**src/rtl/axi4_lite_pkg.sv**
```systemverilog
// Shared types and bus-geometry helpers for the AXI4-Lite register file slave.
// Response codes plus strobe width and byte-offset width derived from the data bus width.
package axi4_lite_pkg;

  typedef enum logic [1:0] {
    OKAY   = 2'b00,
    SLVERR = 2'b10
  } resp_t;

  function automatic int strb_width(input int data_width);
    return data_width / 8;
  endfunction

  // Number of address bits that select a byte within one data word.
  function automatic int addr_lsb(input int data_width);
    return $clog2(data_width / 8);
  endfunction

endpackage

```
**src/rtl/axi4_lite_addr_decode.sv**
```systemverilog
// Combinational address decoder: byte address -> register index, range error, read-only flag.
// Byte-offset bits below the word size are ignored.
module axi4_lite_addr_decode
  import axi4_lite_pkg::*;
#(
  parameter int                DATA_WIDTH = 32,
  parameter int                ADDRESS    = 32,
  parameter int                NUM_REGS   = 16,
  parameter logic [NUM_REGS-1:0] RO_MASK  = '0,
  localparam int               IDX_W      = $clog2(NUM_REGS)
) (
  input  logic [ADDRESS-1:0] addr,
  output logic [IDX_W-1:0]   idx,
  output logic               err,
  output logic               ro
);

  localparam int LSB = addr_lsb(DATA_WIDTH);

  logic [ADDRESS-1:0] word;

  // Compare the full word index so high address bits cannot alias into the array.
  assign word = addr >> LSB;
  assign idx  = word[IDX_W-1:0];
  assign err  = (word >= ADDRESS'(NUM_REGS));
  assign ro   = !err && RO_MASK[idx];

endmodule

```
**src/rtl/axi4_lite_regfile_slave.sv**
```systemverilog
// AXI4-Lite register file slave: independent AW/W capture, byte-strobed writes, RO mask,
// SLVERR on bad or read-only accesses, full B/R backpressure and a flat contents output.
module axi4_lite_regfile_slave
  import axi4_lite_pkg::*;
#(
  parameter int                    DATA_WIDTH  = 32,
  parameter int                    ADDRESS     = 32,
  parameter int                    NUM_REGS    = 16,
  parameter logic [DATA_WIDTH-1:0] RESET_VALUE = '0,
  parameter logic [NUM_REGS-1:0]   RO_MASK     = '0
) (
  input  logic                             ACLK,
  input  logic                             ARESET,
  input  logic [ADDRESS-1:0]               S_AWADDR,
  input  logic                             S_AWVALID,
  output logic                             S_AWREADY,
  input  logic [DATA_WIDTH-1:0]            S_WDATA,
  input  logic [DATA_WIDTH/8-1:0]          S_WSTRB,
  input  logic                             S_WVALID,
  output logic                             S_WREADY,
  output logic [1:0]                       S_BRESP,
  output logic                             S_BVALID,
  input  logic                             S_BREADY,
  input  logic [ADDRESS-1:0]               S_ARADDR,
  input  logic                             S_ARVALID,
  output logic                             S_ARREADY,
  output logic [DATA_WIDTH-1:0]            S_RDATA,
  output logic [1:0]                       S_RRESP,
  output logic                             S_RVALID,
  input  logic                             S_RREADY,
  output logic [NUM_REGS*DATA_WIDTH-1:0]   regs_out
);

  localparam int STRB_W = strb_width(DATA_WIDTH);
  localparam int IDX_W  = $clog2(NUM_REGS);

  // Handshake rule on every channel: a transfer happens on the rising ACLK edge where
  // VALID and READY are both high; a source holds VALID and its payload until then.

  logic [DATA_WIDTH-1:0] regs [NUM_REGS];

  logic                  aw_full;
  logic                  w_full;
  logic [ADDRESS-1:0]    aw_addr;
  logic [DATA_WIDTH-1:0] w_data;
  logic [STRB_W-1:0]     w_strb;
  logic                  bvalid;
  resp_t                 bresp;

  logic                  rvalid;
  logic [DATA_WIDTH-1:0] rdata;
  resp_t                 rresp;

  logic [IDX_W-1:0]      aw_idx;
  logic                  aw_err;
  logic                  aw_ro;
  logic [IDX_W-1:0]      ar_idx;
  logic                  ar_err;
  logic                  ar_ro_unused;

  logic                  aw_hs;
  logic                  w_hs;
  logic                  ar_hs;
  logic                  commit;
  logic                  wr_en;

  axi4_lite_addr_decode #(
    .DATA_WIDTH (DATA_WIDTH),
    .ADDRESS    (ADDRESS),
    .NUM_REGS   (NUM_REGS),
    .RO_MASK    (RO_MASK)
  ) u_aw_decode (
    .addr (aw_addr),
    .idx  (aw_idx),
    .err  (aw_err),
    .ro   (aw_ro)
  );

  // Read-only registers read normally, so the AR-side RO flag has no consumer.
  axi4_lite_addr_decode #(
    .DATA_WIDTH (DATA_WIDTH),
    .ADDRESS    (ADDRESS),
    .NUM_REGS   (NUM_REGS),
    .RO_MASK    (RO_MASK)
  ) u_ar_decode (
    .addr (S_ARADDR),
    .idx  (ar_idx),
    .err  (ar_err),
    .ro   (ar_ro_unused)
  );

  assign S_AWREADY = !ARESET && !aw_full && !bvalid;
  assign S_WREADY  = !ARESET && !w_full && !bvalid;
  assign S_ARREADY = !ARESET && !rvalid;

  assign aw_hs  = S_AWVALID && S_AWREADY;
  assign w_hs   = S_WVALID && S_WREADY;
  assign ar_hs  = S_ARVALID && S_ARREADY;
  // Both holders full can only coexist with bvalid low: a commit clears them and
  // no new AW/W is accepted until the response drains.
  assign commit = aw_full && w_full;
  assign wr_en  = commit && !aw_err && !aw_ro;

  always_ff @(posedge ACLK or posedge ARESET) begin
    if (ARESET) begin
      aw_full <= 1'b0;
      w_full  <= 1'b0;
      aw_addr <= '0;
      w_data  <= '0;
      w_strb  <= '0;
      bvalid  <= 1'b0;
      bresp   <= OKAY;
    end else begin
      if (aw_hs) begin
        aw_addr <= S_AWADDR;
        aw_full <= 1'b1;
      end
      if (w_hs) begin
        w_data <= S_WDATA;
        w_strb <= S_WSTRB;
        w_full <= 1'b1;
      end
      if (commit) begin
        aw_full <= 1'b0;
        w_full  <= 1'b0;
        bvalid  <= 1'b1;
        bresp   <= (aw_err || aw_ro) ? SLVERR : OKAY;
      end else if (bvalid && S_BREADY) begin
        bvalid <= 1'b0;
      end
    end
  end

  always_ff @(posedge ACLK or posedge ARESET) begin
    if (ARESET) begin
      for (int i = 0; i < NUM_REGS; i++) begin
        regs[i] <= RESET_VALUE;
      end
    end else if (wr_en) begin
      for (int b = 0; b < STRB_W; b++) begin
        if (w_strb[b]) begin
          regs[aw_idx][b*8 +: 8] <= w_data[b*8 +: 8];
        end
      end
    end
  end

  // A read landing on a commit edge samples the array before the write takes effect.
  always_ff @(posedge ACLK or posedge ARESET) begin
    if (ARESET) begin
      rvalid <= 1'b0;
      rdata  <= '0;
      rresp  <= OKAY;
    end else if (ar_hs) begin
      rvalid <= 1'b1;
      if (ar_err) begin
        rdata <= '0;
        rresp <= SLVERR;
      end else begin
        rdata <= regs[ar_idx];
        rresp <= OKAY;
      end
    end else if (rvalid && S_RREADY) begin
      rvalid <= 1'b0;
    end
  end

  assign S_BVALID = bvalid;
  assign S_BRESP  = bresp;
  assign S_RVALID = rvalid;
  assign S_RDATA  = rdata;
  assign S_RRESP  = rresp;

  for (genvar i = 0; i < NUM_REGS; i++) begin : g_flat
    assign regs_out[i*DATA_WIDTH +: DATA_WIDTH] = regs[i];
  end

endmodule

```
**config.mk**
```make
export PLATFORM = sky130hd
export DESIGN_NAME = axi4_lite_regfile_slave
export DESIGN_NICKNAME = d
export VERILOG_FILES = /design/src/rtl/axi4_lite_pkg.sv /design/src/rtl/axi4_lite_addr_decode.sv /design/src/rtl/axi4_lite_regfile_slave.sv
export SDC_FILE = /design/constraint.sdc
export NUM_CORES = 1
export LEC_CHECK = 0
export CORE_AREA = 3 3 258 260
export CTS_BUF_LIST = sky130_fd_sc_hd__clkbuf_16
export CTS_CLUSTER_DIAMETER = 120
export CTS_CLUSTER_SIZE = 24
export DETAILED_ROUTE_END_ITERATION = 8
export DIE_AREA = 0 0 261 263
export PLACE_DENSITY = 0.72
export SYNTH_ARGS = -nofsm -noshare
export SYNTH_HDL_FRONTEND = slang
export SYNTH_SLANG_ARGS = --single-unit
```
**constraint.sdc**
```tcl
create_clock -name ACLK -period 17.55 [get_ports ACLK]
set_input_delay 1.755 -clock ACLK [delete_from_list [all_inputs] [get_ports ACLK]]
set_output_delay 1.755 -clock ACLK [all_outputs]
set_load 0.05 [all_outputs]
```
==> results_dict.tcl <==
set metrics [dict create \
    drt-vias-per-instance 5.81 \
    finalClockSkew_ns 0.0266 \
    cell_internal_pwr_mw 1.92 \
    floorplan.initialDensity 0.433 \
    cellLeakagePower_nw 16.2 \
    final_sum_of_negative_setup_slack_ns 0 \
    slew_violations 0 \
    clk_transition_reported_paths_ns 0.10 \
    routed-via-count 18300 \
    synthesis.instances 1698 \
    globalRoute.totalOverflow 0 \
    crit_chain "clkdlybuf4s50_1 -> nor2_1 -> clkdlybuf4s50_1" \
    yosys-mux-area-fraction 0.336 \
    synth_simple_gate_area_frac 0.0642 \
    path_class "input port to primary output" \
    finalHoldViolations 0 \
    cts_hold_repair.buffers 0 \
    clk_root_buffer_cell "sky130_fd_sc_hd__clkbuf_16" \
    tritoncts "done" \
    post_synth_num_cell_types 32 \
    wl_mm 96.3 \
    maximum_number_of_pins_on_one_net_before_global_route_repair 181 \
    post_synth_fa_ha_maj_area_fraction 0 \
    avgRoutedWirePerCell_um 30.5 \
    total_setup_violations_reported_at_the_end_of_the_flow 0 \
    synth_compound_gate_area_share 0.0291 \
    netSwitchingFraction 0.316 \
    critical-path-slowest-cell "sky130_fd_sc_hd__clkdlybuf4s50_1" \
    design.core.area_um2 64300 \
    synth-seq-area-share 0.553 \
    power.share.clock 0.266 \
    initial_antenna_violation_count 5 \
    element_type_at_the_critical_path_end "primary output" \
    htree_num_levels 1 \
    startpoint_of_the_most_critical_setup_path "ARESET" \
    fin_nets 2402 \
    synth.yosys.warnings 0 \
    cts_buffers 29 \
    die_x_um 261 \
    port_buffers 653 \
    hold_path.startpoint "S_RDATA[31]" \
    max_buffers_root_to_sink 3 \
    worst_ep_required_time_ns 15.79 \
    first_global_vias 19300 \
    syn-mean-instance-area_um2 16.4 \
    ir_worst_vdd_mv 0.0734 \
    drv.max_cap_violation_count 0 \
    outcome "finished, final reports clean" \
    tightest_slew_ns 1.20 \
    ys_seq_elements 616 \
    final_weighted_congestion_in_routability_driven_placement 0.850 \
    worstSetupStartpointType "input port" \
    crit_family "buffers and inverters" \
    post-dp-hpwl_mm 65.3 \
    post-route-period-util 0.291 \
    wire_length_of_the_first_global_routing_pass_mm 138 \
    setup_repair_bufs_after_cts 0 \
    floorplan.io_pins 660 \
    p_comb_frac 0.127 \
    crit_top_cell "sky130_fd_sc_hd__clkdlybuf4s50_1" \
    floorplan.rows 93 \
    peak_freq_mhz 196 \
    timing.rr.start "aw_addr[14]" \
    ant_nets 0 \
    synth.cell_area_um2 27900 \
    drc 0 \
    synth_xor_xnor_area_share 0 \
    detailed_place.area_um2 35200 \
    firstDrtPassIters 5 \
    cp.buffers_inverters 2 \
    share_of_total_power_in_sequential_cells 0.606 \
    crit_arrival_ns 3.35 \
    finalCriticalPeriod_ns 5.10 \
    rsz_0062_raised_after_global_routing "no" \
    min-delay-path-class "flop to flop" \
    cp_max_fo 4 \
    clock-sinks 616 \
    drt_iter0_drc 1393 \
    clock_insertion_delay_worst_skew_ns 0.61 \
    finish.instance_area_um2 36000 \
    netSwitchingPower_uw 887 \
    design.die.area_um2 68600 \
    groute.usage.overall 0.274 \
    share_of_layout_cells_above_drive_strength_1 0.363 \
    die_h_um 263 \
    crit_path_max_incr_delay_ns 0.85 \
    main_combinational_cell_family_by_area_after_synthesis "multiplexers" \
    power.density_cell_area_nw_per_um2 78.0 \
    worst_slew_margin_rel 0.193 \
    post_cts.resized_instances 0 \
    area.growth.synth_to_final_pct 29.1 \
]
-- cell families after synthesis --
| group | after synthesis |
|---|---|
| simple gates | 155 |
| compound gates | 105 |
| flops | 616 |
| buf+inv | 118 |
| other cells | 1 |
| mux | 703 |
-- worst paths after layout --
| check | endpoint | slack [ns] | cells past startpoint |
|---|---|---|---|
| min reg2reg | S_RDATA[31] | 0.51 | 1 |
| min in group asynchronous | S_RVALID | 1.71 | 2 |
| max in group asynchronous | regs_out[211] | 12.84 | 5 |
| max reg2reg | regs_out[244] | 13.41 | 5 |
| min | S_RDATA[31] | 0.51 | 1 |
| max | S_ARREADY | 12.45 | 3 |
-- cells in the final DEF, fill, tap and decap left out, types with 3 or more instances in the layout --
master	count
sky130_fd_sc_hd__nor4_1	11
sky130_fd_sc_hd__nor2_1	6
sky130_fd_sc_hd__mux4_2	128
sky130_fd_sc_hd__nor4_4	64
sky130_fd_sc_hd__nor2b_1	5
sky130_fd_sc_hd__o21ai_0	6
sky130_fd_sc_hd__nand4_1	3
sky130_fd_sc_hd__clkdlybuf4s50_1	651
sky130_fd_sc_hd__clkbuf_16	29
sky130_fd_sc_hd__mux2_2	574
sky130_fd_sc_hd__inv_1	4
sky130_fd_sc_hd__diode_2	4
sky130_fd_sc_hd__nand2_1	47
sky130_fd_sc_hd__a22oi_1	62
sky130_fd_sc_hd__a22o_1	31
sky130_fd_sc_hd__inv_2	4
sky130_fd_sc_hd__nand3_1	6
sky130_fd_sc_hd__dfrtp_1	616
sky130_fd_sc_hd__buf_4	20
-- state kept, by name (all words and copies together) (netlist names) --
name and count:
S_RVALID 1, w_strb 4, w_full 1, w_data 32, S_BRESP 1, S_BVALID 1, aw_addr 30, regs_out 512
S_RRESP 1, S_RDATA 32, aw_full 1
-- power by group through the flow --
stage / clock network (mW) / logic (mW) / registers, mW
after floorplan: 0 / 0.326 / 1.60
after global placement: 0 / 0.351 / 1.71
after detailed placement: 0 / 0.360 / 1.72
after CTS: 0.765 / 0.362 / 1.69
after global routing: 0.813 / 0.384 / 1.72
final: 0.748 / 0.358 / 1.70
-- per-stage QoR --
stage          std cells  hold WS [ns]  total power [mW]  worst slack, ns  utilization
6_report            3153         0.511              2.81            12.45        0.559
4_1_cts             3149         0.520              2.82            12.46        0.559
5_1_grt             3152         0.530              2.92            12.32        0.559
3_3_place_gp        3119         0.484              2.06            12.16        0.548
2_1_floorplan       1699         0.473              1.93             7.39            -
3_5_place_dp        3119         0.493              2.08            12.05        0.548
-- layout make-up --
class	count	area, um2
Inverter	9	37.5
Sequential cell	616	15400
Timing Repair Buffer	674	6710
Antenna cell	4	10.0
Clock inverter	1	8.76
Multi-Input combinational cell	965	12000
Tap cell	855	1070
Fill cell	5082	28400
Clock buffer	29	726
-- cells in the mapped netlist, drive strengths merged --
master | n | share of area
mux4 | 128 | 0.10
nor2b | 7 | 0.0016
or4 | 1 | 0.00027
nand4 | 3 | 0.00067
o21ai | 6 | 0.0011
a21oi | 2 | 0.00036
a22o | 31 | 0.0097
mux2 | 574 | 0.23
nand2 | 48 | 0.0065
buf | 79 | 0.013
a32o | 1 | 0.00036
nor2 | 7 | 0.00094
nand3 | 7 | 0.0013
a22oi | 62 | 0.017
conb | 1 | 0.00013
clkbuf | 30 | 0.0040
and2 | 3 | 0.00067
mux2i | 1 | 0.00036
o21bai | 1 | 0.00027
a211o | 1 | 0.00031
nor4 | 76 | 0.052
a21o | 1 | 0.00027
inv | 9 | 0.0012
and4bb | 1 | 0.00045
dfrtp | 616 | 0.55
nor3 | 2 | 0.00036
-- layer usage --
metal	vias to the layer above	track usage	wire (um)
li1	7658	-	-
met1	9874	0.357	38600
met2	646	0.457	47400
met3	144	0.0636	6860
met4	2	0.0872	3360
met5	-	0	13
Power figures use the tool's default switching activity.
